==> config.mk <==
export PLATFORM = sky130hd
export DESIGN_NAME = sd_sector_reader
export DESIGN_NICKNAME = d
export VERILOG_FILES = /design/src/rtl/sd_pkg.sv /design/src/rtl/sd_sector_ram.sv /design/src/rtl/sd_sector_reader.sv
export SDC_FILE = /design/constraint.sdc
export NUM_CORES = 2
export LEC_CHECK = 0
export BUFFER_PORTS_ARGS = -buffer_cell sky130_fd_sc_hd__buf_2
export CAP_MARGIN = 20
export CORE_MARGIN = 8
export CORE_UTILIZATION = 35
export CTS_BUF_LIST = sky130_fd_sc_hd__clkbuf_4 sky130_fd_sc_hd__clkbuf_8
export CTS_CLUSTER_DIAMETER = 200
export DETAILED_ROUTE_END_ITERATION = 10
export PLACE_DENSITY = 0.47
export SETUP_SLACK_MARGIN = 0.15
export SLEW_MARGIN = 40
export SYNTH_ARGS = -nofsm -noshare
export SYNTH_HDL_FRONTEND = slang
export SYNTH_SLANG_ARGS = --single-unit
==> constraint.sdc <==
create_clock -name clk -period 5.8 [get_ports clk]
set_input_delay 1.16 -clock clk [delete_from_list [all_inputs] [get_ports clk]]
set_output_delay 1.16 -clock clk [all_outputs]
set_load 0.01 [all_outputs]
==> src/rtl/sd_pkg.sv <==
// sd_pkg: shared state encoding and sector geometry for the SD sector reader.
package sd_pkg;
  typedef enum logic [2:0] {
    IDLE       = 3'd0,
    WAIT_READY = 3'd1,
    WAIT_START = 3'd2,
    FILL       = 3'd3,
    WAIT_DONE  = 3'd4,
    DRAIN      = 3'd5,
    ABORT      = 3'd6
  } state_t;
  localparam int SECTOR_BYTES  = 512;
  localparam int SD_ADDR_SHIFT = 9;
endpackage

==> src/rtl/sd_sector_ram.sv <==
// sd_sector_ram: simple dual-port sector buffer with a registered 1-cycle read.
module sd_sector_ram
  import sd_pkg::*;
#(
  parameter int DEPTH = SECTOR_BYTES,
  parameter int AW    = $clog2(DEPTH)
) (
  input  logic          clk,
  input  logic          we,
  input  logic [AW-1:0] waddr,
  input  logic [7:0]    wdata,
  input  logic [AW-1:0] raddr,
  output logic [7:0]    rdata
);
  logic [7:0] mem [DEPTH];
  always_ff @(posedge clk) begin
    if (we) mem[waddr] <= wdata;
    rdata <= mem[raddr];
  end
endmodule

==> src/rtl/sd_sector_reader.sv <==
// sd_sector_reader: reads one SD sector through the SPI controller into a local
// buffer, then replays it as a backpressured byte stream.
module sd_sector_reader
  import sd_pkg::*;
#(
  parameter bit BLOCK_ADDR     = 1'b0,
  parameter int TIMEOUT_CYCLES = 25_000_000,
  parameter int SECTOR_BYTES   = sd_pkg::SECTOR_BYTES
) (
  input  logic        clk,
  input  logic        reset,
  input  logic        req_valid,
  output logic        req_ready,
  input  logic [31:0] req_sector,
  input  logic        sd_ready,
  output logic        sd_rd,
  output logic [31:0] sd_address,
  input  logic [7:0]  sd_dout,
  input  logic        sd_byte_available,
  output logic        m_valid,
  input  logic        m_ready,
  output logic [7:0]  m_data,
  output logic        m_last,
  output logic        busy,
  output logic        err_timeout,
  output logic [2:0]  status
);
  localparam int AW = $clog2(SECTOR_BYTES);
  localparam int TW = $clog2(TIMEOUT_CYCLES + 1);

  state_t state, next;
  logic [9:0]    wr_cnt;
  logic [AW-1:0] rd_cnt;
  logic [TW-1:0] tmo_cnt;
  logic [7:0]    ram_q;
  logic ba_q, accept, rise, we, fire, tmo_hit, last_wr;

  assign req_ready = state == IDLE && !reset;
  assign accept    = req_valid && req_ready;
  assign rise      = sd_byte_available && !ba_q;
  assign we        = state == FILL && rise;
  assign last_wr   = wr_cnt == 10'(SECTOR_BYTES - 1);
  assign tmo_hit   = tmo_cnt == TW'(TIMEOUT_CYCLES - 1);
  assign fire      = m_valid && m_ready;
  assign m_last    = m_valid && rd_cnt == AW'(SECTOR_BYTES - 1);
  assign m_data    = m_valid ? ram_q : 8'd0;
  assign busy      = state != IDLE;
  assign status    = state;

  // Read address runs one ahead on a handshake so bytes stream back-to-back.
  sd_sector_ram #(.DEPTH(SECTOR_BYTES)) u_ram (
    .clk   (clk),
    .we    (we),
    .waddr (wr_cnt[AW-1:0]),
    .wdata (sd_dout),
    .raddr (rd_cnt + AW'(fire)),
    .rdata (ram_q)
  );

  always_comb begin
    next = state;
    case (state)
      IDLE:       next = accept ? WAIT_READY : IDLE;
      WAIT_READY: next = sd_ready ? WAIT_START : WAIT_READY;
      WAIT_START: next = !sd_ready ? FILL : tmo_hit ? ABORT : WAIT_START;
      FILL:       next = we ? (last_wr ? WAIT_DONE : sd_ready ? ABORT : FILL)
                            : (sd_ready || tmo_hit) ? ABORT : FILL;
      WAIT_DONE:  next = sd_ready ? DRAIN : WAIT_DONE;
      DRAIN:      next = (fire && m_last) ? IDLE : DRAIN;
      default:    next = IDLE;
    endcase
  end

  always_ff @(posedge clk) state <= reset ? IDLE : next;

  always_ff @(posedge clk) begin
    if (reset) begin
      sd_rd       <= 1'b0;
      sd_address  <= '0;
      m_valid     <= 1'b0;
      err_timeout <= 1'b0;
      wr_cnt      <= '0;
      rd_cnt      <= '0;
      tmo_cnt     <= '0;
      ba_q        <= 1'b0;
    end else begin
      ba_q    <= sd_byte_available;
      sd_rd   <= next == WAIT_START;
      m_valid <= state == DRAIN && !(fire && m_last);
      tmo_cnt <= (next != state || we) ? '0 : tmo_cnt + 1'b1;
      if (accept) begin
        sd_address  <= BLOCK_ADDR ? req_sector : req_sector << SD_ADDR_SHIFT;
        err_timeout <= 1'b0;
        wr_cnt      <= '0;
        rd_cnt      <= '0;
      end
      if (next == ABORT) err_timeout <= 1'b1;
      if (we) wr_cnt <= wr_cnt + 10'd1;
      if (fire) rd_cnt <= rd_cnt + 1'b1;
    end
  end
endmodule

=== Word level (Yosys, flattened, before mapping) ===
Memories as Yosys holds them, arrays and structs flattened. A register that Yosys moved wholly into a read port is not among the register bits.
Index checks and enable logic that the tools add are counted.

* Memories: 1
* RAM bits: 4,096
* Word-level logic and storage cells: 64
* Input bits: 46
* Register bits: 74
* Memory bits (read-only): 0
* Latch bits: 0

{| class="wikitable"
|+ Memory list
! memory !! depth !! width !! rd ports !! clocked after Yosys merged registers in !! write ports !! line !! RTL
|-
| u_ram.mem || 512 || 8 || 1 || 1 || 1 || sd_sector_ram.sv:15 || <nowiki>logic [7:0] mem [DEPTH];</nowiki>
|}

* Div/mod/pow operators: 0
* $mul: 0
* Shift-type cells: 0
* $lt $le $gt $ge: 0
* Reductions and logical operators: 19
* Bitwise gates (word level): 0
* $add $sub $neg: 4
* Equal/unequal tests: 11
* Mux-type cells: 20

{| class="wikitable"
|+ Operators by type and width
! kind !! number
|-
| adder 25 x 1 -> 25 bit, second input constant || 1
|-
| equality test 25 bit, second input constant || 1
|-
| 2-to-1 mux 3 bit || 7
|-
| 2-to-1 mux 10 bit || 2
|-
| 2-to-1 mux 9 bit || 2
|-
| one-hot mux 3 bit (6 select lines) || 1
|-
| adder 10 x 1 -> 10 bit, second input constant || 1
|-
| equality test 10 x 9 -> 1 bit, second input constant || 1
|-
| adder 9 x 1 -> 9 bit || 1
|-
| adder 9 x 1 -> 9 bit, second input constant || 1
|-
| equality test 3 x 2 -> 1 bit, second input constant || 3
|-
| equality test 3 bit, second input constant || 3
|-
| equality test 9 bit, second input constant || 1
|-
| logical AND 1 bit || 8
|-
| 2-to-1 mux 8 bit || 1
|-
| 2-to-1 mux 1 bit || 6
|-
| nonzero test 2 bit || 3
|-
| equality test 3 x 1 -> 1 bit, second input constant || 1
|-
| zero test 1 bit || 3
|-
| zero test 3 bit || 1
|-
| inequality test 3 bit || 1
|-
| nonzero test 3 bit || 1
|-
| logical OR 1 bit || 2
|-
| 2-to-1 mux 2 bit || 1
|-
| OR reduction 2 bit || 1
|}

=== Longest topological paths before layout ===
* Depth in word-level cells: 8
* Gate-level depth with buffers: 19

=== Cells and area by module ===
A second synthesis with hierarchy kept.

* Cell total of the unflattened synthesis: 8,468
* Area total of the unflattened synthesis: 163,496.8 um2

{| class="wikitable"
|+ Modules (own cells, without submodules)
! module !! cells each !! times used !! sequential area each (um2) !! area an instance (um2)
|-
| sd_sector_ram || 8,030 || 1 || 123,158.1 || 159,927.1
|-
| sd_sector_reader || 438 || 1 || 1,481.4 || 3,569.7
|}

=== Worst setup path before layout ===
No wires, ideal clock.

* Path kind: input port to flip-flop
* From: input m_ready
* To: register u_ram.rdata[2], read port of u_ram.mem
* Path buffers: 5
* Data arrival time: 4.634 ns
* Setup slack: 1.033 ns
* Stages on the path: 15
* Required time: 5.667 ns
* Library setup time: 0.133 ns
* Cells stage by stage: nand2_1 > clkinv_1 > ha_1 > ha_1 > buf_2 > buf_4 > buf_4 > buf_2 > buf_1 > mux4_2 > a22oi_1 > a21boi_0 > or2_2 > o41ai_1 > nand4_1

* Word-level cells in the longest chain between the ends: 2

{| class="wikitable"
|+ RTL lines
! what !! line !! RTL
|-
| start, declared || sd_sector_reader.sv:21 || <nowiki>input logic m_ready,</nowiki>
|-
| logical AND 1 bit || sd_sector_reader.sv:44 || <nowiki>assign fire = m_valid && m_ready;</nowiki>
|-
| adder 9 x 1 -> 9 bit || sd_sector_reader.sv:56 || <nowiki>.raddr (rd_cnt + AW'(fire)),</nowiki>
|-
| end, declared || sd_sector_ram.sv:13 || <nowiki>output logic [7:0] rdata</nowiki>
|}

No other way between the ends.
A chain may end at the register's enable or synchronous reset.

=== Worst setup path after layout ===
* From: register m_valid
* To: register u_ram.rdata[7], read port of u_ram.mem

* Word-level cells in the longest chain between the ends: 2

{| class="wikitable"
|+ RTL lines
! what !! line !! RTL
|-
| start, declared || sd_sector_reader.sv:20 || <nowiki>output logic m_valid,</nowiki>
|-
| start signal, assigned || sd_sector_reader.sv:89 || <nowiki>m_valid <= state == DRAIN && !(fire && m_last);</nowiki>
|-
| logical AND 1 bit || sd_sector_reader.sv:44 ||
|-
| adder 9 x 1 -> 9 bit || sd_sector_reader.sv:56 ||
|}

No other way between the ends.

==> reports/qor.txt <==
Buffers plus inverters on the worst setup path: 5
Total Routing Usage GR: 19.5%
Clock Tree Root: clkbuf_8
Slowest-stage cell, CP: ha_4
Post-synth EDFFs: 4096
Hpwl dp: 298000 µm
Top delay family on crit path: simple AND/OR/NAND/NOR gates
Min Tclk post-route: 5.04 ns
# resized after CTS: 0
Footprint of the multi-input gates: 0.0369 mm²
CTS tree: yes
Final Cycle Share: 86.9%
RSZ-0062 raised after global routing: false
Cells along the critical path: nand2_1 -> clkinv_1 -> ha_1 -> ha_4 -> buf_12 -> buf_12 -> buf_4 -> mux4_2 -> nand2_1 -> nand3_1 -> nand3_1 -> nand4_1 -> nor3_1 -> o21ai_0 -> buf_4 -> or4_1
Routed vias: 85.3k
Hold_buf cts: 23
Commonest non-fill, non-tap cell in the layout: edfxtp_1
# DRC: 0
RD Place Congestion: 0.798
Worst r2r src: m_valid
Placed Instances: 14.6k
Slew @ Worst Pin: 1.01 ns
Final ANT Viol Nets: 0
Pins over their slew limit: 0
Routed wire per std cell: 30.9 µm
Max_cap viols: 0
Drt first pass iters: 5
Most frequent cells in the layout: edfxtp_1, mux4_2, nand2_1
Vias/cell: 5.37
Netlist cell types: 70
Row count: 250
Pin count of the biggest net entering global routing: 173
Starting Density: 35.2%
Routed WL: 490000 µm
Setup Buffers After CTS: 0
First-pass GRT wire length: 686000 µm
PnR worst setup slack: 0.762 ns
Switch share: 21.3%
Ys flop type: edfxtp_1
CTS Buffer Depth: 4
Max VDD drop: 0.253 mV
Hold path endpoint: ba_q
Layout cells sized above 1: 31.2%
Initial DRC Count: 8517
Max incr delay on CP: 0.55 ns
Setup crit end kind: register
Worst hold margin: 0.185 ns
Post-Syn Area: 0.163 mm²
Die area: 0.488 mm²
Synth async-reset ratio: 0%
Int Pwr: 0.0473 W
Leakage power: 59.2 nW
Top Ports: 95
Fill cells: 41.5k
Fmax: 0.199 GHz
Combinational power share: 1.2%
Setup CP Type: reg -> reg
Post-synthesis cell count: 8362
Vias in the first global route: 88.3k
Clock share of power: 43.6%
HP Class: in -> reg
Post-route insts no fill: 15.9k
NumNets Final: 9179
Ys Warns: 0
Die height: 699 µm
Clock latency at the later pin of the worst-skew pair: 1.25 ns
Final Skew: 0.0661 ns
Worst hold path stage count: 2
Yosys reg bits: 4178
Critical R2R Capture: u_ram.rdata[7]
Reg power frac: 55.2%
Sequential element share of the synthesized area: 76.4%
Core ar.: 0.464 mm²
CP Max Fanout: 28
R2R cell count: 16
Mapped Avg Cell Area: 19.5 µm²
Relative slew slack: 32.8%
PwrDens: 318 mW/mm²
Antenna violations before repair: 27
Die Wd: 699 µm
Worst-path clk slew: 0.07 ns
TritonCTS Buffers: 706
P_sw: 0.0128 W
Dpl ws: -0.114 ns
Final setup fails: 0
Port bufs: 76
Register-to-register setup slack: 0.76 ns
Area Growth Syn to Fin: 15.9%
CTS H-tree depth: 6
Seq. cell area: 0.125 mm²
Outcome: completed
Hold_sp: sd_byte_available
Startpoint types: register
Req. time, crit path: 6.93 ns
Final Hold Viols: 0
Data arrival time of the critical path: 6.17 ns
Gr ovfl total: 0
CTS sink cnt: 4178
sequential cells by signal, indices dropped and copies added (netlist names):
register and flops:
wr_cnt 10, rd_cnt 9, m_valid 1, tmo_cnt 25, sd_rd 1, err_timeout 1
sd_address 23, u_ram.mem 4096, ba_q 1, status 3, u_ram.rdata 8
through the flow:
step / utilization, % / TNS (ns) / total power, W / area, µm²
CTS: 40.6 / 0 / 0.0607 / 188000
global route: 40.7 / 0 / 0.0620 / 189000
finish: 40.7 / 0 / 0.0601 / 189000
detailed placement: 37.5 / -0.145 / 0.0345 / 174000
global placement: 37.5 / -0.195 / 0.0345 / 174000
floorplan: - / 0 / 0.0339 / 163000
logic make-up after synthesis:
group / synth area share, %
AOI/OAI and AO/OA: 1.76
xor gates and xnor gates: 0.191
adders and majority gates: 0.0767
buffers and inverters: 1.73
DFF: 76.4
muxes: 14.3
other: 0.00230
and+or+nand+nor: 5.55
how the worst max path moves through the flow:
stage             from  depth (start not counted)              to
2_1_floorplan  m_ready                         15  u_ram.rdata[2]
3_3_place_gp   m_ready                         17  u_ram.rdata[7]
3_5_place_dp   m_ready                         16  u_ram.rdata[7]
4_1_cts        m_valid                         15  u_ram.rdata[7]
5_1_grt        m_valid                         16  u_ram.rdata[7]
6_report       m_valid                         16  u_ram.rdata[7]
routing by layer:
metal	wire length (µm)	up-vias	global-route usage, %
met5	156	-	0.157
met4	12400	10	5.13
met3	34300	727	4.04
met2	234000	3004	31.5
met1	209000	45984	27.0
li1	-	35527	-
power groups by stage:
stage                     sequential [W]  combinational, W  clock [W]
after global routing              0.0331          0.000755     0.0281
after CTS                         0.0332          0.000715     0.0268
final                             0.0332          0.000701     0.0262
after global placement            0.0338          0.000660          0
after detailed placement          0.0338          0.000703          0
after floorplan                   0.0338         0.0000580          0
final cells by class:
type / count / area share (%)
Clock buffer: 958 / 6.22
Multi-Input combinational cell: 3654 / 19.5
Inverter: 12 / 0.0238
Clock inverter: 317 / 1.11
Tap cell: 6174 / 4.09
Sequential cell: 4178 / 66.0
Antenna cell: 16 / 0.0212
Timing Repair Buffer: 571 / 3.03
Yosys cell counts, drive strengths merged, types with 5 or more instances:
cell | count | area [µm²]
and3 | 39 | 244
a21oi | 70 | 350
a31oi | 60 | 375
clkbuf | 192 | 721
a21boi | 7 | 52.6
a22oi | 74 | 556
edfxtp | 4096 | 123000
mux4 | 988 | 22300
dfxtp | 82 | 1640
mux2i | 98 | 981
a41oi | 7 | 61.3
a22o | 5 | 43.8
or4 | 6 | 45.0
nor2 | 591 | 2220
a311oi | 15 | 131
nand2b | 5 | 31.3
or3 | 10 | 62.6
nor3b | 5 | 37.5
ha | 10 | 125
o21ai | 37 | 185
nor2b | 18 | 113
xor2 | 20 | 183
a32oi | 60 | 526
a211oi | 9 | 67.6
nor4 | 9 | 56.3
nand2 | 924 | 3470
and4 | 8 | 70.1
inv | 11 | 41.3
xnor2 | 13 | 129
nand4 | 55 | 344
o22ai | 5 | 31.3
buf | 334 | 2060
and2 | 21 | 131
nor3 | 15 | 75.1
o2111ai | 6 | 52.6
nand3b | 25 | 188
a32o | 14 | 140
nand3 | 365 | 1840
No activity file was read; power rests on OpenSTA's default activity.
